$ cat config.mk
export PLATFORM = sky130hd
export DESIGN_NAME = gpr_arbiter
export DESIGN_NICKNAME = d
export VERILOG_FILES = /design/src/rtl/gpr_arbiter.sv
export SDC_FILE = /design/constraint.sdc
export NUM_CORES = 1
export LEC_CHECK = 0
export CAP_MARGIN = 10
export CORE_MARGIN = 1.5
export CORE_UTILIZATION = 40
export CTS_CLUSTER_DIAMETER = 40
export CTS_CLUSTER_SIZE = 14
export DETAILED_ROUTE_END_ITERATION = 6
export HOLD_SLACK_MARGIN = 0.02
export PLACE_DENSITY = 0.78
export SLEW_MARGIN = 40
export SYNTH_ARGS = -nofsm -noshare
export SYNTH_HDL_FRONTEND = slang
export SYNTH_SLANG_ARGS = --single-unit
$ cat constraint.sdc
create_clock -name clk -period 3.9 [get_ports clk]
set_clock_uncertainty 0.1 [all_clocks]
set_input_delay 0.78 -clock clk [delete_from_list [all_inputs] [get_ports clk]]
set_output_delay 0.78 -clock clk [all_outputs]
set_load 0.01 [all_outputs]
$ cat src/rtl/gpr_arbiter.sv
// gpr_arbiter: round-robin sharing of the single-port GPR file between
// the execute datapath (requester 0) and the I/O / debug port (requester 1).
//
// Ports:
//   clk, rst            clock (rising edge), async active-low reset
//   req/we/addr/wdata0  requester 0 request bundle, held until ack0
//   ack0, rdata0        one-cycle completion pulse and read result
//   req/we/addr/wdata1  requester 1 request bundle, held until ack1
//   ack1, rdata1        one-cycle completion pulse and read result
//   gpr_addr/indata     registered GPR address and write data
//   gpr_read/write      registered GPR strobes, only ever high in ACCESS
//   gpr_outdata         GPR read data (high-Z unless gpr_read)
//   err0, err1          out-of-range flags, pulsed with ack (optional)
//
// Optional feature: define GPR_ARB_RANGE_CHECK_EN to add err0/err1 and
// suppress GPR access for addresses >= NUM_REGS.
module gpr_arbiter #(
    parameter int DATA_W   = 10,
    parameter int ADDR_W   = 4,
    parameter int NUM_REGS = 10
) (
    input  logic              clk,
    input  logic              rst,
    input  logic              req0,
    input  logic              we0,
    input  logic [ADDR_W-1:0] addr0,
    input  logic [DATA_W-1:0] wdata0,
    output logic              ack0,
    output logic [DATA_W-1:0] rdata0,
    input  logic              req1,
    input  logic              we1,
    input  logic [ADDR_W-1:0] addr1,
    input  logic [DATA_W-1:0] wdata1,
    output logic              ack1,
    output logic [DATA_W-1:0] rdata1,
`ifdef GPR_ARB_RANGE_CHECK_EN
    output logic              err0,
    output logic              err1,
`endif
    output logic [ADDR_W-1:0] gpr_addr,
    output logic [DATA_W-1:0] gpr_indata,
    output logic              gpr_read,
    output logic              gpr_write,
    input  logic [DATA_W-1:0] gpr_outdata
);

    if (NUM_REGS < 1 || NUM_REGS > (1 << ADDR_W)) begin : g_bad_cfg
        $error("gpr_arbiter: NUM_REGS does not fit ADDR_W");
    end

    typedef enum logic [1:0] {
        IDLE   = 2'd0,
        ACCESS = 2'd1,
        RESP   = 2'd2
    } state_t;

    state_t state_q, state_d;

    // Latched grant; gpr_addr / gpr_indata double as the latched
    // address and write data, so they need no separate copies.
    logic gnt_q, gnt_d;
    logic we_q, we_d;
    logic last_q, last_d;

    logic              read_d, write_d;
    logic              ack0_d, ack1_d;
    logic [ADDR_W-1:0] addr_d;
    logic [DATA_W-1:0] indata_d;
    logic [DATA_W-1:0] rdata0_d, rdata1_d;
    logic [DATA_W-1:0] cap;

    logic              sel;
    logic              sel_we;
    logic [ADDR_W-1:0] sel_addr;
    logic [DATA_W-1:0] sel_wdata;
    logic              sel_ok;

`ifdef GPR_ARB_RANGE_CHECK_EN
    localparam logic [ADDR_W:0] NUM_REGS_W = NUM_REGS[ADDR_W:0];
    logic ok_q, ok_d;
    logic err0_d, err1_d;
`endif

    // Winner in IDLE: a lone requester wins, a tie goes to the
    // requester that was not granted last.
    always_comb begin
        sel = req1;
        if (req0 && req1) begin
            sel = ~last_q;
        end
        sel_we    = sel ? we1    : we0;
        sel_addr  = sel ? addr1  : addr0;
        sel_wdata = sel ? wdata1 : wdata0;
`ifdef GPR_ARB_RANGE_CHECK_EN
        sel_ok = ({1'b0, sel_addr} < NUM_REGS_W);
        cap    = ok_q ? gpr_outdata : '0;
`else
        sel_ok = 1'b1;
        cap    = gpr_outdata;
`endif
    end

    always_comb begin
        state_d  = state_q;
        gnt_d    = gnt_q;
        we_d     = we_q;
        last_d   = last_q;
        addr_d   = gpr_addr;
        indata_d = gpr_indata;
        read_d   = 1'b0;
        write_d  = 1'b0;
        ack0_d   = 1'b0;
        ack1_d   = 1'b0;
        rdata0_d = rdata0;
        rdata1_d = rdata1;
`ifdef GPR_ARB_RANGE_CHECK_EN
        ok_d     = ok_q;
        err0_d   = 1'b0;
        err1_d   = 1'b0;
`endif
        unique case (state_q)
            IDLE: begin
                if (req0 || req1) begin
                    state_d  = ACCESS;
                    gnt_d    = sel;
                    we_d     = sel_we;
                    last_d   = sel;
                    addr_d   = sel_addr;
                    indata_d = sel_wdata;
                    // Strobes are registered, so they are set here to
                    // be high exactly during the ACCESS cycle.
                    read_d   = !sel_we && sel_ok;
                    write_d  = sel_we && sel_ok;
`ifdef GPR_ARB_RANGE_CHECK_EN
                    ok_d     = sel_ok;
`endif
                end
            end
            ACCESS: begin
                state_d = RESP;
                ack0_d  = !gnt_q;
                ack1_d  = gnt_q;
                if (!we_q) begin
                    if (gnt_q) begin
                        rdata1_d = cap;
                    end else begin
                        rdata0_d = cap;
                    end
                end
`ifdef GPR_ARB_RANGE_CHECK_EN
                err0_d = !gnt_q && !ok_q;
                err1_d = gnt_q && !ok_q;
`endif
            end
            RESP: begin
                state_d = IDLE;
            end
            default: begin
                state_d = IDLE;
            end
        endcase
    end

    always_ff @(posedge clk or negedge rst) begin
        if (!rst) begin
            state_q    <= IDLE;
            gnt_q      <= 1'b0;
            we_q       <= 1'b0;
            last_q     <= 1'b1;
            gpr_addr   <= '0;
            gpr_indata <= '0;
            gpr_read   <= 1'b0;
            gpr_write  <= 1'b0;
            ack0       <= 1'b0;
            ack1       <= 1'b0;
            rdata0     <= '0;
            rdata1     <= '0;
`ifdef GPR_ARB_RANGE_CHECK_EN
            ok_q       <= 1'b0;
            err0       <= 1'b0;
            err1       <= 1'b0;
`endif
        end else begin
            state_q    <= state_d;
            gnt_q      <= gnt_d;
            we_q       <= we_d;
            last_q     <= last_d;
            gpr_addr   <= addr_d;
            gpr_indata <= indata_d;
            gpr_read   <= read_d;
            gpr_write  <= write_d;
            ack0       <= ack0_d;
            ack1       <= ack1_d;
            rdata0     <= rdata0_d;
            rdata1     <= rdata1_d;
`ifdef GPR_ARB_RANGE_CHECK_EN
            ok_q       <= ok_d;
            err0       <= err0_d;
            err1       <= err1_d;
`endif
        end
    end

endmodule

==> flow_summary.yaml <==
critical_path:
  critical_path.top_delay_family: "buffers and inverters"
  timing_worst_setup_path_type: "reg2out"
  largest_driver_fanout_on_the_critical_path: 2
  crit_path_cell_trace: "clkdlybuf4s50_1"
  worstSetupStartpointType: "flop"
  end_kind: "output pin"
  timing.rr.start: "state_q[0]"
  reg2reg_setup_slack_ns: 2.09
  worst_ep_required_time_ns: 3.02
  critical_path.max_stage_delay_ns: 0.56
  reg2reg_to: "gpr_addr[3]"
  worst_path_max_delay_cell: "sky130_fd_sc_hd__clkdlybuf4s50_1"
  worst-endpoint-arrival_ns: 1.22
  worstPathBufferInverterCount: 1
  r2r_cells: 4
sta:
  period_minus_slack_ns: 2.10
  finalCritPeriodShare_pct: 53.9
  maxSlewHeadroom_pct: 50.0
  setup-tns-final_ns: 0
  final_hold_viols: 0
  rsz_0062_raised_after_global_routing: "false"
  worst_slew_pin_slew_ns: 0.749
  final_max_slew_viol_count: 0
  finalSetupViolCount: 0
  max_freq_mhz: 476
clock_network:
  cts_htree_levels: 2
  postCtsHoldBufs: 0
  cts_num_sinks: 43
  cts_buffers: 5
  post_cts_resized: 0
  ctsRootBufferMaster: "sky130_fd_sc_hd__clkbuf_8"
  clkSlewWorstSetupHoldPaths_ns: 0.08
  tritoncts: "yes"
  clk_path_buf_depth: 2
  clk_latency_ns: 0.30
  cts_setup_buffers: 0
pwr:
  leakage_nw: 1.17
  total_switching_power_mw: 0.686
  cell_internal_pwr_mw: 1.46
  power_density_nw_per_um2: 778
  p_clk_share_pct: 16.9
  power.combinational.fraction_pct: 45.7
  switching_part_of_the_total_power_pct: 32.0
  ir_worst_vdd_mv: 0.309
  share_seq_of_total_power_pct: 37.4
flow_run:
  drv_cap: 0
die:
  initial_utilization_pct: 41.5
  die_w_um: 70.2
  fp.dieArea_um2: 4930
  core.rowCount: 24
  die-height_um: 70.2
  core_region_area_um2: 4350
  i_o_pin_cnt: 82
synthesis:
  proportion_of_synthesized_chip_area_in_sequential_cells_pct: 59.6
  synth.yosys.warnings: 0
  postSynthCellCount: 146
  synth-seq-cells: 43
  ys_types: 24
  postSynthNetCount: 190
  yosys.area.top_type_share_pct: 58.2
  syn_area_per_cell_um2: 12.4
  yosys.area.top_type: "sky130_fd_sc_hd__dfrtp_1"
  synth.area.top_cells: "sky130_fd_sc_hd__dfrtp_1 58%, sky130_fd_sc_hd__mux2_4 8.3%, sky130_fd_sc_hd__mux2_2 6.2%"
  synthesis.area_um2: 1810
drt:
  detail_route.drc_violations: 0
  detail_route.wl_per_cell_um: 15.2
  firstDrtPassIters: 4
  dr.first_iter.drc_count: 74
  drtAntennaViolNets: 0
  detail_route.vias_per_cell: 5.02
  drt_wl_total_um: 4270
  vias: 1412
finish:
  insertedDiodeCount: 0
  post_route_cells_drive_above_1_share_pct: 17.5
  final_cell_area_um2: 2760
  stdcell_count: 281
  nets: 272
  areaGrowthSynthToFinish_pct: 52.6
global_route:
  via_count_of_the_first_global_routing_pass: 1478
  grt-ovfl-total: 0
  grt_first_pass_wirelength_um: 7070
  grt_max_degree: 44
  initial_antenna_violation_count: 0
  grt_use_total_pct: 18.4
place:
  gpl.final_weighted_congestion: 0.794
  detailedPlacementHpwl_um: 3040
  placed_cell_area_um2: 2640
  port_buffers: 81
  numPlacedInstances: 273
min_path:
  worst_hold_path_type: "in2async"
outcome:
  run_status: "completed"
## kinds of logic after synthesis
logic type	after synthesis	share of synthesized area, %
multiplexers	21	15.1
buffers and inverters	9	3.05
flip-flops	43	59.6
AO/OA/AOI/OAI	35	11.6
AND/OR/NAND/NOR	38	10.6
## registers in the layout, indices dropped and copies added, names as in the netlist
register / count
ack0: 1
rdata0: 10
we_q: 1
gpr_addr: 4
state_q: 2
gnt_q: 1
last_q: 1
gpr_indata: 10
rdata1: 10
gpr_read: 1
ack1: 1
gpr_write: 1
## per-stage QoR
step	setup slack [ns]	utilization (%)	hold slack, ns	total power, mW
6_report	1.80	63.3	0.349	2.14
5_1_grt	1.65	63.3	0.400	2.27
4_1_cts	1.79	63.3	0.371	2.17
3_5_place_dp	1.47	60.6	0.399	1.80
3_3_place_gp	1.51	60.6	0.389	1.77
2_1_floorplan	2.21	-	0.384	1.29
## placed cells by master (no fill, tap or decap)
cell                              synthesis  final
sky130_fd_sc_hd__clkdlybuf4s50_1          0     80
sky130_fd_sc_hd__dfrtp_1                 42     42
sky130_fd_sc_hd__nand2_1                 28     28
sky130_fd_sc_hd__a21oi_1                 17     17
sky130_fd_sc_hd__a31oi_1                 15     15
sky130_fd_sc_hd__mux2_2                  10     10
sky130_fd_sc_hd__mux2_4                  10     10
sky130_fd_sc_hd__clkbuf_8                 0      6
sky130_fd_sc_hd__nor2_1                   2      2
sky130_fd_sc_hd__buf_4                    0      2
sky130_fd_sc_hd__and3b_2                  1      1
sky130_fd_sc_hd__nand2b_4                 1      1
sky130_fd_sc_hd__nor2_2                   1      1
sky130_fd_sc_hd__or2_0                    1      1
sky130_fd_sc_hd__nand2_2                  1      1
sky130_fd_sc_hd__a21bo_1                  1      1
sky130_fd_sc_hd__mux2i_1                  1      1
sky130_fd_sc_hd__inv_2                    1      1
sky130_fd_sc_hd__and2_1                   1      1
sky130_fd_sc_hd__a21boi_2                 1      1
sky130_fd_sc_hd__nor3_4                   1      1
sky130_fd_sc_hd__nor2b_4                  1      1
sky130_fd_sc_hd__inv_1                    1      1
sky130_fd_sc_hd__a22o_2                   1      1
sky130_fd_sc_hd__bufinv_16                0      1
sky130_fd_sc_hd__clkinv_2                 0      1
sky130_fd_sc_hd__dfstp_2                  1      1
## cell usage after synthesis
cell and instances:
sky130_fd_sc_hd__inv_2 1, sky130_fd_sc_hd__buf_6 2, sky130_fd_sc_hd__a21oi_1 17, sky130_fd_sc_hd__and2_1 1, sky130_fd_sc_hd__nand2_1 28, sky130_fd_sc_hd__nor2_1 2, sky130_fd_sc_hd__nand2_2 1, sky130_fd_sc_hd__mux2_2 10
sky130_fd_sc_hd__nand2b_4 1, sky130_fd_sc_hd__a22o_2 1, sky130_fd_sc_hd__buf_2 5, sky130_fd_sc_hd__and3b_2 1, sky130_fd_sc_hd__mux2i_1 1, sky130_fd_sc_hd__nor2b_4 1, sky130_fd_sc_hd__nor3_4 1, sky130_fd_sc_hd__dfrtp_1 42
sky130_fd_sc_hd__dfstp_2 1, sky130_fd_sc_hd__inv_1 1, sky130_fd_sc_hd__or2_0 1, sky130_fd_sc_hd__mux2_4 10, sky130_fd_sc_hd__a21bo_1 1, sky130_fd_sc_hd__a21boi_2 1, sky130_fd_sc_hd__a31oi_1 15, sky130_fd_sc_hd__nor2_2 1
## layout make-up
cell class | instances | area [um^2]
clock buffers | 6 | 82.6
flip-flops and latches | 43 | 1080
inverters | 2 | 7.51
fillers | 355 | 1600
repair buffers | 82 | 816
clock inverters | 2 | 35.0
multi-input cells | 94 | 674
well taps | 52 | 65.1
## layer usage
metal	global-route usage [%]	wire length, um	vias up
li1	-	-	674
met1	22.3	1720	687
met2	31.6	2280	39
met3	2.16	133	12
met4	10.5	133	0
met5	0	0	-
## power by group through the flow
stage	Combinational [mW]	Sequential (mW)	Clock, mW
floorplan	0.404	0.888	0
global placement	0.968	0.801	0
detailed placement	0.993	0.810	0
CTS	0.993	0.803	0.370
global route	1.05	0.831	0.386
finish	0.980	0.801	0.363
## worst register-to-register path: stages (launching register included)
cell and delay (ns):
sky130_fd_sc_hd__dfrtp_1 0.43, sky130_fd_sc_hd__nor2_2 0.61, sky130_fd_sc_hd__nand2_2 0.14, sky130_fd_sc_hd__inv_2 0.27
sky130_fd_sc_hd__a31oi_1 0.13
## how the worst max path moves through the flow
stage          slack, ns       from            end  cells after the start
2_1_floorplan       2.21       req1    gpr_addr[0]                      5
3_3_place_gp        1.51       req0           we_q                      4
3_5_place_dp        1.47       req0           we_q                      4
4_1_cts             1.79  rdata1[6]      rdata1[6]                      1
5_1_grt             1.65       req1  gpr_indata[0]                      4
6_report            1.80  rdata0[9]      rdata0[9]                      1
No activity file was read; power rests on OpenSTA's default activity.
